===== src/rtl/tick_rate_pkg.sv =====
`default_nettype none
// ============================================================================
// Package     : tick_rate_pkg
// Description : Shared types and helpers for the tick rate controller.
// Revision    : 1.0 - initial release
// ============================================================================
package tick_rate_pkg;

    localparam int BURST_WIDTH = 8;

    typedef enum logic [1:0] {
        IDLE  = 2'd0,
        RUN   = 2'd1,
        DRAIN = 2'd2
    } state_e;

    // Half-period after reset; never below one cycle so the counter compare stays sane.
    function automatic int default_half_period(input int f_in, input int f_out);
        int h;
        if (f_out > 0) begin
            h = f_in / (2 * f_out);
        end else begin
            h = 1;
        end
        if (h < 1) begin
            h = 1;
        end
        return h;
    endfunction

endpackage
`default_nettype wire


===== src/rtl/half_period_counter.sv =====
`default_nettype none
// ============================================================================
// Module      : half_period_counter
// Description : Half-period counter with square-wave toggle and rise tick.
// Revision    : 1.0 - initial release
// ============================================================================
module half_period_counter
    import tick_rate_pkg::*;
#(
    parameter int DIV_WIDTH = 24
) (
    input  logic                 clk,
    input  logic                 rst_n,
    input  logic                 i_clear,
    input  logic                 i_load,
    input  logic                 i_enable,
    input  logic [DIV_WIDTH-1:0] i_half_period,
    output logic                 o_sq,
    output logic                 o_tick,
    output logic                 o_rise,
    output logic                 o_fall
);

    logic [DIV_WIDTH-1:0] count_q, count_d;
    logic                 sq_q, sq_d;
    logic                 tick_q, tick_d;
    logic                 wrap;

    assign wrap   = i_enable && (count_q == (i_half_period - 1'b1));
    assign o_rise = wrap && !sq_q;
    assign o_fall = wrap && sq_q;
    assign o_sq   = sq_q;
    assign o_tick = tick_q;

    always_comb begin
        count_d = count_q;
        sq_d    = sq_q;
        tick_d  = 1'b0;
        if (i_clear) begin
            count_d = '0;
            sq_d    = 1'b0;
        end else if (i_load) begin
            count_d = '0;
        end else if (i_enable) begin
            if (wrap) begin
                count_d = '0;
                sq_d    = ~sq_q;
                tick_d  = ~sq_q;
            end else begin
                count_d = count_q + 1'b1;
            end
        end
    end

    always_ff @(posedge clk) begin
        if (!rst_n) begin
            count_q <= '0;
            sq_q    <= 1'b0;
            tick_q  <= 1'b0;
        end else begin
            count_q <= count_d;
            sq_q    <= sq_d;
            tick_q  <= tick_d;
        end
    end

endmodule
`default_nettype wire


===== src/rtl/tick_rate_controller.sv =====
`default_nettype none
// ============================================================================
// Module      : tick_rate_controller
// Description : Runtime-configurable square-wave / tick generator with bursts.
// Revision    : 1.0 - initial release
// ============================================================================
module tick_rate_controller
    import tick_rate_pkg::*;
#(
    parameter int F_IN          = 100_000_000,
    parameter int F_OUT_DEFAULT = 10,
    parameter int DIV_WIDTH     = 24
) (
    input  logic                   clk_in,
    input  logic                   reset,
    input  logic                   start,
    input  logic                   stop,
    input  logic                   cfg_valid,
    output logic                   cfg_ready,
    input  logic [DIV_WIDTH-1:0]   cfg_half_period,
    input  logic [BURST_WIDTH-1:0] cfg_burst_len,
    output logic                   sq_out,
    output logic                   tick_out,
    output logic                   busy,
    output logic                   done
);

    localparam logic [DIV_WIDTH-1:0] H_RESET =
        DIV_WIDTH'(default_half_period(F_IN, F_OUT_DEFAULT));

    state_e                 state_q, state_d;
    logic [DIV_WIDTH-1:0]   half_q, half_d;
    logic [BURST_WIDTH-1:0] burst_q, burst_d;
    logic [BURST_WIDTH-1:0] ticks_q, ticks_d;
    logic                   pend_valid_q, pend_valid_d;
    logic [DIV_WIDTH-1:0]   pend_half_q, pend_half_d;
    logic [BURST_WIDTH-1:0] pend_burst_q, pend_burst_d;
    logic                   cfg_ready_q, cfg_ready_d;
    logic                   busy_q, busy_d;
    logic                   done_q, done_d;

    logic                   accept;
    logic [DIV_WIDTH-1:0]   half_clamped;
    logic [BURST_WIDTH-1:0] ticks_inc;
    logic                   ctr_clear, ctr_load, ctr_enable;
    logic                   ctr_rise, ctr_fall;

    half_period_counter #(
        .DIV_WIDTH (DIV_WIDTH)
    ) u_counter (
        .clk           (clk_in),
        .rst_n         (reset),
        .i_clear       (ctr_clear),
        .i_load        (ctr_load),
        .i_enable      (ctr_enable),
        .i_half_period (half_q),
        .o_sq          (sq_out),
        .o_tick        (tick_out),
        .o_rise        (ctr_rise),
        .o_fall        (ctr_fall)
    );

    always_comb begin
        accept       = cfg_valid && cfg_ready_q;
        half_clamped = (cfg_half_period == '0) ? DIV_WIDTH'(1) : cfg_half_period;
        ticks_inc    = ticks_q + 1'b1;

        state_d      = state_q;
        half_d       = half_q;
        burst_d      = burst_q;
        ticks_d      = ticks_q;
        pend_valid_d = pend_valid_q;
        pend_half_d  = pend_half_q;
        pend_burst_d = pend_burst_q;
        done_d       = 1'b0;
        ctr_clear    = 1'b0;
        ctr_load     = 1'b0;
        ctr_enable   = (state_q != IDLE);

        case (state_q)
            IDLE: begin
                if (accept) begin
                    half_d  = half_clamped;
                    burst_d = cfg_burst_len;
                end
                if (start && !stop) begin
                    state_d  = RUN;
                    ctr_load = 1'b1;
                    ticks_d  = '0;
                end
            end
            RUN: begin
                if (ctr_rise && (burst_q != '0)) begin
                    ticks_d = ticks_inc;
                    if (ticks_inc == burst_q) begin
                        state_d = DRAIN;
                    end
                end
                if (stop) begin
                    state_d = DRAIN;
                end
            end
            DRAIN: begin
                state_d = DRAIN;
            end
            default: begin
                state_d = IDLE;
            end
        endcase

        // Falling boundary is the only point where settings may change or a run may end.
        if (ctr_fall) begin
            if (pend_valid_q) begin
                half_d       = pend_half_q;
                burst_d      = pend_burst_q;
                ticks_d      = '0;
                pend_valid_d = 1'b0;
            end
            if (state_q == DRAIN) begin
                state_d   = IDLE;
                done_d    = 1'b1;
                ctr_clear = 1'b1;
                ticks_d   = '0;
            end
        end

        if (accept && (state_q != IDLE)) begin
            pend_valid_d = 1'b1;
            pend_half_d  = half_clamped;
            pend_burst_d = cfg_burst_len;
        end

        cfg_ready_d = !pend_valid_q && !(accept && (state_q != IDLE));
        busy_d      = (state_d != IDLE);
    end

    always_ff @(posedge clk_in) begin
        if (!reset) begin
            state_q      <= IDLE;
            half_q       <= H_RESET;
            burst_q      <= '0;
            ticks_q      <= '0;
            pend_valid_q <= 1'b0;
            pend_half_q  <= '0;
            pend_burst_q <= '0;
            cfg_ready_q  <= 1'b1;
            busy_q       <= 1'b0;
            done_q       <= 1'b0;
        end else begin
            state_q      <= state_d;
            half_q       <= half_d;
            burst_q      <= burst_d;
            ticks_q      <= ticks_d;
            pend_valid_q <= pend_valid_d;
            pend_half_q  <= pend_half_d;
            pend_burst_q <= pend_burst_d;
            cfg_ready_q  <= cfg_ready_d;
            busy_q       <= busy_d;
            done_q       <= done_d;
        end
    end

    assign cfg_ready = cfg_ready_q;
    assign busy      = busy_q;
    assign done      = done_q;

endmodule
`default_nettype wire


===== config.mk =====
export PLATFORM = sky130hd
export DESIGN_NAME = tick_rate_controller
export DESIGN_NICKNAME = d
export VERILOG_FILES = /design/src/rtl/tick_rate_pkg.sv /design/src/rtl/half_period_counter.sv /design/src/rtl/tick_rate_controller.sv
export SDC_FILE = /design/constraint.sdc
export NUM_CORES = 1
export LEC_CHECK = 0
export ABC_AREA = 1
export CORE_ASPECT_RATIO = 0.7
export CORE_MARGIN = 2
export CORE_UTILIZATION = 25
export CTS_CLUSTER_DIAMETER = 100
export DETAILED_ROUTE_END_ITERATION = 7
export DONT_BUFFER_PORTS = 1
export PLACE_DENSITY_LB_ADDON = 0.3
export SLEW_MARGIN = 0
export SYNTH_ARGS = -nofsm -noshare
export SYNTH_HDL_FRONTEND = slang
export SYNTH_HIERARCHICAL = 1
export SYNTH_SLANG_ARGS = --single-unit

===== constraint.sdc =====
create_clock -name clk_in -period 3 [get_ports clk_in]
set_clock_uncertainty 0.15 [all_clocks]
set_input_delay 0.45 -clock clk_in [delete_from_list [all_inputs] [get_ports clk_in]]
set_output_delay 0.45 -clock clk_in [all_outputs]
set_load 0.01 [all_outputs]

Word level (Yosys, flattened, before mapping)
Index checks and enable logic that the tools add are counted.
{"block": "totals", "reg_bits": 104, "input_bits": 37, "output_inout_bits": 5, "word_cells": 76}
{"block": "classes", "n_addsub": 3, "n_eq_ne": 4, "n_mux": 29, "bitwise": 5, "reduce_logical": 22}
{"cell": "two-way mux 24 bit", "n": 6}
{"cell": "two-way mux 8 bit", "n": 9}
{"cell": "adder 24 x 1 -> 24 bit, second input constant", "n": 1}
{"cell": "== test 24 bit", "n": 1}
{"cell": "zero test 24 bit", "n": 1}
{"cell": "subtractor 24 x 1 -> 24 bit, second input constant", "n": 1}
{"cell": "one-hot mux 8 bit (2 select lines)", "n": 1}
{"cell": "two-way mux 2 bit", "n": 6}
{"cell": "adder 8 x 1 -> 8 bit, second input constant", "n": 1}
{"cell": "== test 8 bit", "n": 1}
{"cell": "logical AND 1 bit", "n": 8}
{"cell": "nonzero test 8 bit", "n": 1}
{"cell": "two-way mux 1 bit", "n": 6}
{"cell": "one-hot mux 2 bit (3 select lines)", "n": 1}
{"cell": "nonzero test 2 bit", "n": 3}
{"cell": "NOT 1 bit", "n": 5}
{"cell": "OR reduction 5 bit", "n": 1}
{"cell": "zero test 1 bit", "n": 4}
{"cell": "AND reduction 3 bit", "n": 1}
{"cell": "OR reduction 3 bit", "n": 1}
{"cell": "== test 2 x 1 -> 1 bit, second input constant", "n": 1}
{"cell": "== test 2 bit, second input constant", "n": 1}
{"cell": "zero test 2 bit", "n": 1}
{"cell": "OR reduction 2 bit", "n": 1}

Logic depth before layout (Yosys ltp)
{"block": "logic_depth", "depth_word": 11, "mapped_depth": 24, "mapped_depth_nobuf": 24}

Cells and area by module
The synthesis kept the hierarchy.
{"module": "tick_rate_controller", "instances": 1, "cells_per_inst": 489, "area_each_um2": 3465.8, "seq_area_each_um2": 1561.5}
{"module": "half_period_counter", "instances": 1, "cells_per_inst": 387, "area_each_um2": 2364.8, "seq_area_each_um2": 520.5}

Least setup slack after synthesis
No wires, ideal clock.
{"block": "synth_timing", "path_type": "register to register", "start": "register half_q[0]", "end": "register half_q[10]", "setup_ns": 0.058, "arrival_time_ns": 2.514, "required_ns": 2.792, "slack_ns": 0.278, "path_stages_with_launch": 19, "n_path_buf": 1, "synth_period_minus_slack_ns": 2.722, "cell_sequence": "dfxtp_1 > inv_1 > ha_1 > nand3_2 > nor2_4 > nand2_2 > nor2_1 > xor2_1 > inv_1 > nor2_2 > nand3_2 > nor2_1 > nand2_1 > inv_2 > buf_1 > a21oi_1 > o21ai_0 > o211ai_1 > inv_1"}
{"block": "synth_via", "elab_chain_len": 5}
{"item": "start: declaration", "line": "tick_rate_controller.sv:32", "text": "logic [DIV_WIDTH-1:0] half_q, half_d;"}
{"item": "start signal: assignment", "line": "tick_rate_controller.sv:151", "text": "half_q <= half_d;"}
{"item": "subtractor 24 x 1 -> 24 bit", "line": "half_period_counter.sv:29", "text": "assign wrap = i_enable && (count_q == (i_half_period - 1'b1));"}
{"item": "== test 24 bit", "line": "half_period_counter.sv:29"}
{"item": "logical AND 1 bit", "line": "half_period_counter.sv:29"}
{"item": "logical AND 1 bit", "line": "half_period_counter.sv:31", "text": "assign o_fall = wrap && sq_q;"}
{"item": "named net ctr_fall", "line": "tick_rate_controller.sv:46", "text": "logic ctr_rise, ctr_fall;"}
{"item": "two-way mux 24 bit", "line": "tick_rate_controller.sv:112", "text": "if (ctr_fall) begin"}
The timed path passes the listed nets, and every way through them passes these cells.
A chain may end at the register's enable or synchronous reset.

Worst setup path in the final report
{"block": "layout_timing", "start": "register half_q[0]", "end": "register busy_q (netlist: busy)"}
{"block": "layout_via", "elab_chain_len": 11, "elab_cells_between_ends": 12, "cone_classes": "add/sub (1); eq/ne (1); mux (5); reduce/logical (5)"}
{"item": "subtractor 24 x 1 -> 24 bit *", "line": "half_period_counter.sv:29"}
{"item": "== test 24 bit *", "line": "half_period_counter.sv:29"}
{"item": "logical AND 1 bit *", "line": "half_period_counter.sv:29"}
{"item": "logical AND 1 bit *", "line": "half_period_counter.sv:30", "text": "assign o_rise = wrap && !sq_q;"}
{"item": "named net ctr_rise", "line": "tick_rate_controller.sv:46"}
{"item": "logical AND 1 bit *", "line": "tick_rate_controller.sv:93", "text": "if (ctr_rise && (burst_q != '0)) begin"}
{"item": "two-way mux 2 bit *", "line": "tick_rate_controller.sv:93"}
{"item": "two-way mux 2 bit *", "line": "tick_rate_controller.sv:99", "text": "if (stop) begin"}
{"item": "one-hot mux 2 bit (3 select lines) *", "line": "tick_rate_controller.sv:80", "text": "case (state_q)"}
{"item": "two-way mux 2 bit", "line": "tick_rate_controller.sv:119", "text": "if (state_q == DRAIN) begin"}
{"item": "two-way mux 2 bit *", "line": "tick_rate_controller.sv:112"}
{"item": "nonzero test 2 bit *", "line": "tick_rate_controller.sv:134", "text": "busy_d = (state_d != IDLE);"}
{"item": "end signal: assignment", "line": "tick_rate_controller.sv:158", "text": "busy_q <= busy_d;"}
{"item": "end: declaration", "line": "tick_rate_controller.sv:39", "text": "logic busy_q, busy_d;"}
Mark *: on every way through the listed nets, which the timed path passes. The rest lies on a longest branch.

==> qor.txt <==
Most frequent CP cell -> nand2_1
Total of max-cap violations -> 0
RR Startpoint -> half_q[0]$_SDFF_PN0_
Critical path peak fanout -> 5
Worst IR drop on VDD -> 0.2862 mV
Syn avg cell area -> 6.656 µm²
Core area -> 22,790 µm²
Min-delay src -> reset
P&R area growth vs syn -> 15.90%
Post-synth EDFFs -> 0
Register share of total power -> 0.474
Worst-margin pin slew -> 0.6895 ns
Final min period -> 2.813 ns
Die W -> 186.5 µm
CTS tree -> built
Period utilization -> 0.9376
Detail Placement HPWL -> 12,420 µm
Final Hold Viols -> 0
Post-Place Setup Slack -> -0.03692 ns
Post-synthesis cell type count -> 36
Vias in the first global route -> 5,078
H-tree depth -> 3
Max clock buf depth -> 2
Final Power -> 3198 µW
Capturing point of the worst reg2reg path -> busy$_SDFF_PN0_
Final ANT Viol Nets -> 0
Net Count, Synth -> 916
Die Y -> 131.8 µm
Comb power frac -> 0.133
CP max-delay cell -> dfxtp_1
Critical path depth -> 21
Layout cells sized above 1 -> 0.1187
Synth warn -> 6
Internal power -> 2294 µW
Fin. max-slew vios -> 0
Clock latency on the worst-skew pair -> 0.35 ns
Total Die Area -> 24,580 µm²
GP Congestion -> 0.8584
R2R depth -> 21
Sequential fraction of the synthesis area -> 0.3571
Via density -> 4.479
Antenna violations before repair -> 0
Synth Register Bits -> 104
Port Buffer Count -> 0
Achievable frequency -> 355.5 MHz
Nets@finish -> 928
CP Class -> reg -> reg
CP bufs+invs -> 3
CP Data Required Time -> 3.09 ns
Critical path arrival -> 2.90 ns
Hold depth -> 1
Crit path largest cell delay -> 0.34 ns
Iteration-0 DRC Markers -> 381
Power Density -> 473.3 nW/µm²
Flop-to-flop setup slack -> 0.19 ns
Worst hold slack -> 0.05706 ns
Sequential cell area -> 2087 µm²
Status -> finished, final reports clean
DRC violations left -> 0
Final setup viols -> 0
Cell breakdown of the critical path -> inv_2 > ha_4 > nand3_4 > nor2_4 > buf_4 > nand2_1 > xor2_1 > nor2_1 > nand2_1 > nor2_4 > nand3_4 > nor2_2 > inv_1 > nor2_4 > nand3_1 > nor2_1 > nand2_1 > nand3_1 > nand2_1 > nand2_1 > nand2_1
Number of CTS-inserted buffers -> 9
Io pins -> 42
Synth async-reset ratio -> 0
Total leakage power -> 0.002810 µW
Gr ovfl total -> 0
Commonest non-fill, non-tap cell in the layout -> nand2_1
Most frequent cells in the layout -> nand2_1 (169), inv_1 (112), nor2_1 (103)
Switching power share of the total -> 0.2828
Main synth FF type -> dfxtp_1
Synth Instances -> 876
Switching pwr -> 904.5 µW
Effective utilization at floorplan -> 0.2558
Clock-pin slew on the worst setup and hold paths -> 0.07 ns
DR WL/cell -> 13.72 µm
Largest net degree at the start of global routing -> 68
Final-layout fill cell count -> 2,520
Slew HR -> 0.5397
End of the worst hold path -> half_q[8]$_SDFF_PN1_
RSZ-0062 raised after global routing -> yes
Multi-input gate area -> 3238 µm²
Core Rows -> 46
Tot GR Track Use -> 0.1387
# diodes -> 0
Initial DRT Pass Iterations -> 5
Post-route setup slack -> 0.1873 ns
Cell Area, Synth -> 5831 µm²
HP Class -> in -> reg
Worst Setup Start Kind -> flop
# clock sinks -> 104
First-pass GRT wire length -> 27,200 µm
DRT Wirelength -> 16,530 µm
Delay-heaviest family, CP -> simple AND/OR/NAND/NOR gates
Via count -> 5,397
Clk pwr share -> 0.393
CTS root buf -> clkbuf_16
CP Capture Type -> flop
## power groups by stage
stage / registers [µW] / logic, µW / clock network (µW)
floorplan: 1520 / 312 / 0
global placement: 1550 / 391 / 0
detailed placement: 1540 / 393 / 0
CTS: 1510 / 398 / 1300
global route: 1530 / 485 / 1350
finish: 1520 / 425 / 1260
## cell families after synthesis
| group | after synthesis | synth area share |
|---|---|---|
| fa+ha+maj | 3 | 0.006438 |
| flops | 104 | 0.3571 |
| buf+inv | 149 | 0.1069 |
| simple gates | 426 | 0.3264 |
| xor+xnor | 41 | 0.06159 |
| compound gates | 153 | 0.1416 |
## state kept, by name (all words and copies together), names as in the netlist
register	flops
half_q	24
done	1
pend_valid_q	1
pend_half_q	24
u_counter/count_q	24
ticks_q	8
burst_q	8
u_counter/o_tick	1
pend_burst_q	8
busy	1
state_q	2
cfg_ready	1
u_counter/o_sq	1
## metrics by stage
stage            util  instance area (µm²)  cells  TNS (ns)
6_report       0.2965                 6758   1205         0
5_1_grt        0.2965                 6758   1205  -0.02973
4_1_cts        0.2890                 6588   1199         0
3_5_place_dp   0.2749                 6266   1183   -0.1279
3_3_place_gp   0.2749                 6266   1183  -0.03120
2_1_floorplan       -                 5831    876         0
## worst reg2reg max path: cells and delay by family, from the launching register on
kind / cells / cell delay (ns)
xor gates and xnor gates: 1 / 0.14
adders and majority gates: 1 / 0.18
buffers and inverters: 3 / 0.34
DFF: 1 / 0.34
and+or+nand+nor: 16 / 1.56
## cell type report
| class | count | area share |
|---|---|---|
| clock buffers | 10 | 0.03536 |
| clock inverters | 6 | 0.01111 |
| inverters | 118 | 0.06591 |
| multi-input cells | 623 | 0.4792 |
| flip-flops and latches | 104 | 0.3088 |
| well taps | 312 | 0.05777 |
| repair buffers | 32 | 0.04184 |
## cells in the mapped netlist, types with 2 or more instances
| master | instances | area (µm²) |
|---|---|---|
| a21oi_1 | 46 | 230.2 |
| buf_1 | 2 | 7.510 |
| buf_2 | 3 | 15.01 |
| buf_6 | 4 | 45.04 |
| clkbuf_1 | 19 | 71.32 |
| dfxtp_1 | 104 | 2082 |
| ha_1 | 3 | 37.54 |
| inv_1 | 114 | 427.9 |
| inv_2 | 4 | 15.01 |
| nand2_1 | 172 | 645.6 |
| nand2_2 | 4 | 25.02 |
| nand3_1 | 74 | 370.4 |
| nand3_2 | 2 | 20.02 |
| nand3b_1 | 3 | 22.52 |
| nand4_1 | 9 | 56.30 |
| nor2_1 | 114 | 427.9 |
| nor2_2 | 20 | 125.1 |
| nor2_4 | 5 | 56.30 |
| nor3_1 | 9 | 45.04 |
| nor3b_1 | 2 | 15.01 |
| nor4_1 | 9 | 56.30 |
| o211ai_1 | 19 | 142.6 |
| o21ai_0 | 77 | 385.4 |
| o21ai_1 | 4 | 20.02 |
| o21bai_1 | 2 | 15.01 |
| o22ai_1 | 3 | 18.77 |
| xnor2_1 | 16 | 140.1 |
| xor2_1 | 25 | 219.0 |
## layer usage
layer / global-route usage / routed length (µm) / vias up
met5: 0 / 0 / -
met4: 0.03307 / 150 / 0
met3: 0.02901 / 855 / 11
met2: 0.1942 / 6460 / 112
met1: 0.2131 / 9064 / 2424
li1: - / - / 2850
## timing repair
action / 4_1_cts / 5_1_grt
pin swaps: 0 / 6
cloned: 0 / 1
setup endpoints to repair: 9 / 69
gates resized for setup: 4 / 30
hold buffers: 0 / 0
buffers inserted: 0 / 5
## how the worst max path moves through the flow
stage | to | start
global placement | ticks_q[4]$_SDFF_PN0_ | half_q[0]$_SDFF_PN0_
finish | busy$_SDFF_PN0_ | half_q[0]$_SDFF_PN0_
floorplan | half_q[10]$_SDFF_PN0_ | half_q[0]$_SDFF_PN0_
global route | busy$_SDFF_PN0_ | half_q[0]$_SDFF_PN0_
CTS | half_q[3]$_SDFF_PN0_ | half_q[0]$_SDFF_PN0_
detailed placement | ticks_q[0]$_SDFF_PN0_ | half_q[0]$_SDFF_PN0_
No activity file was read; power rests on OpenSTA's default activity.
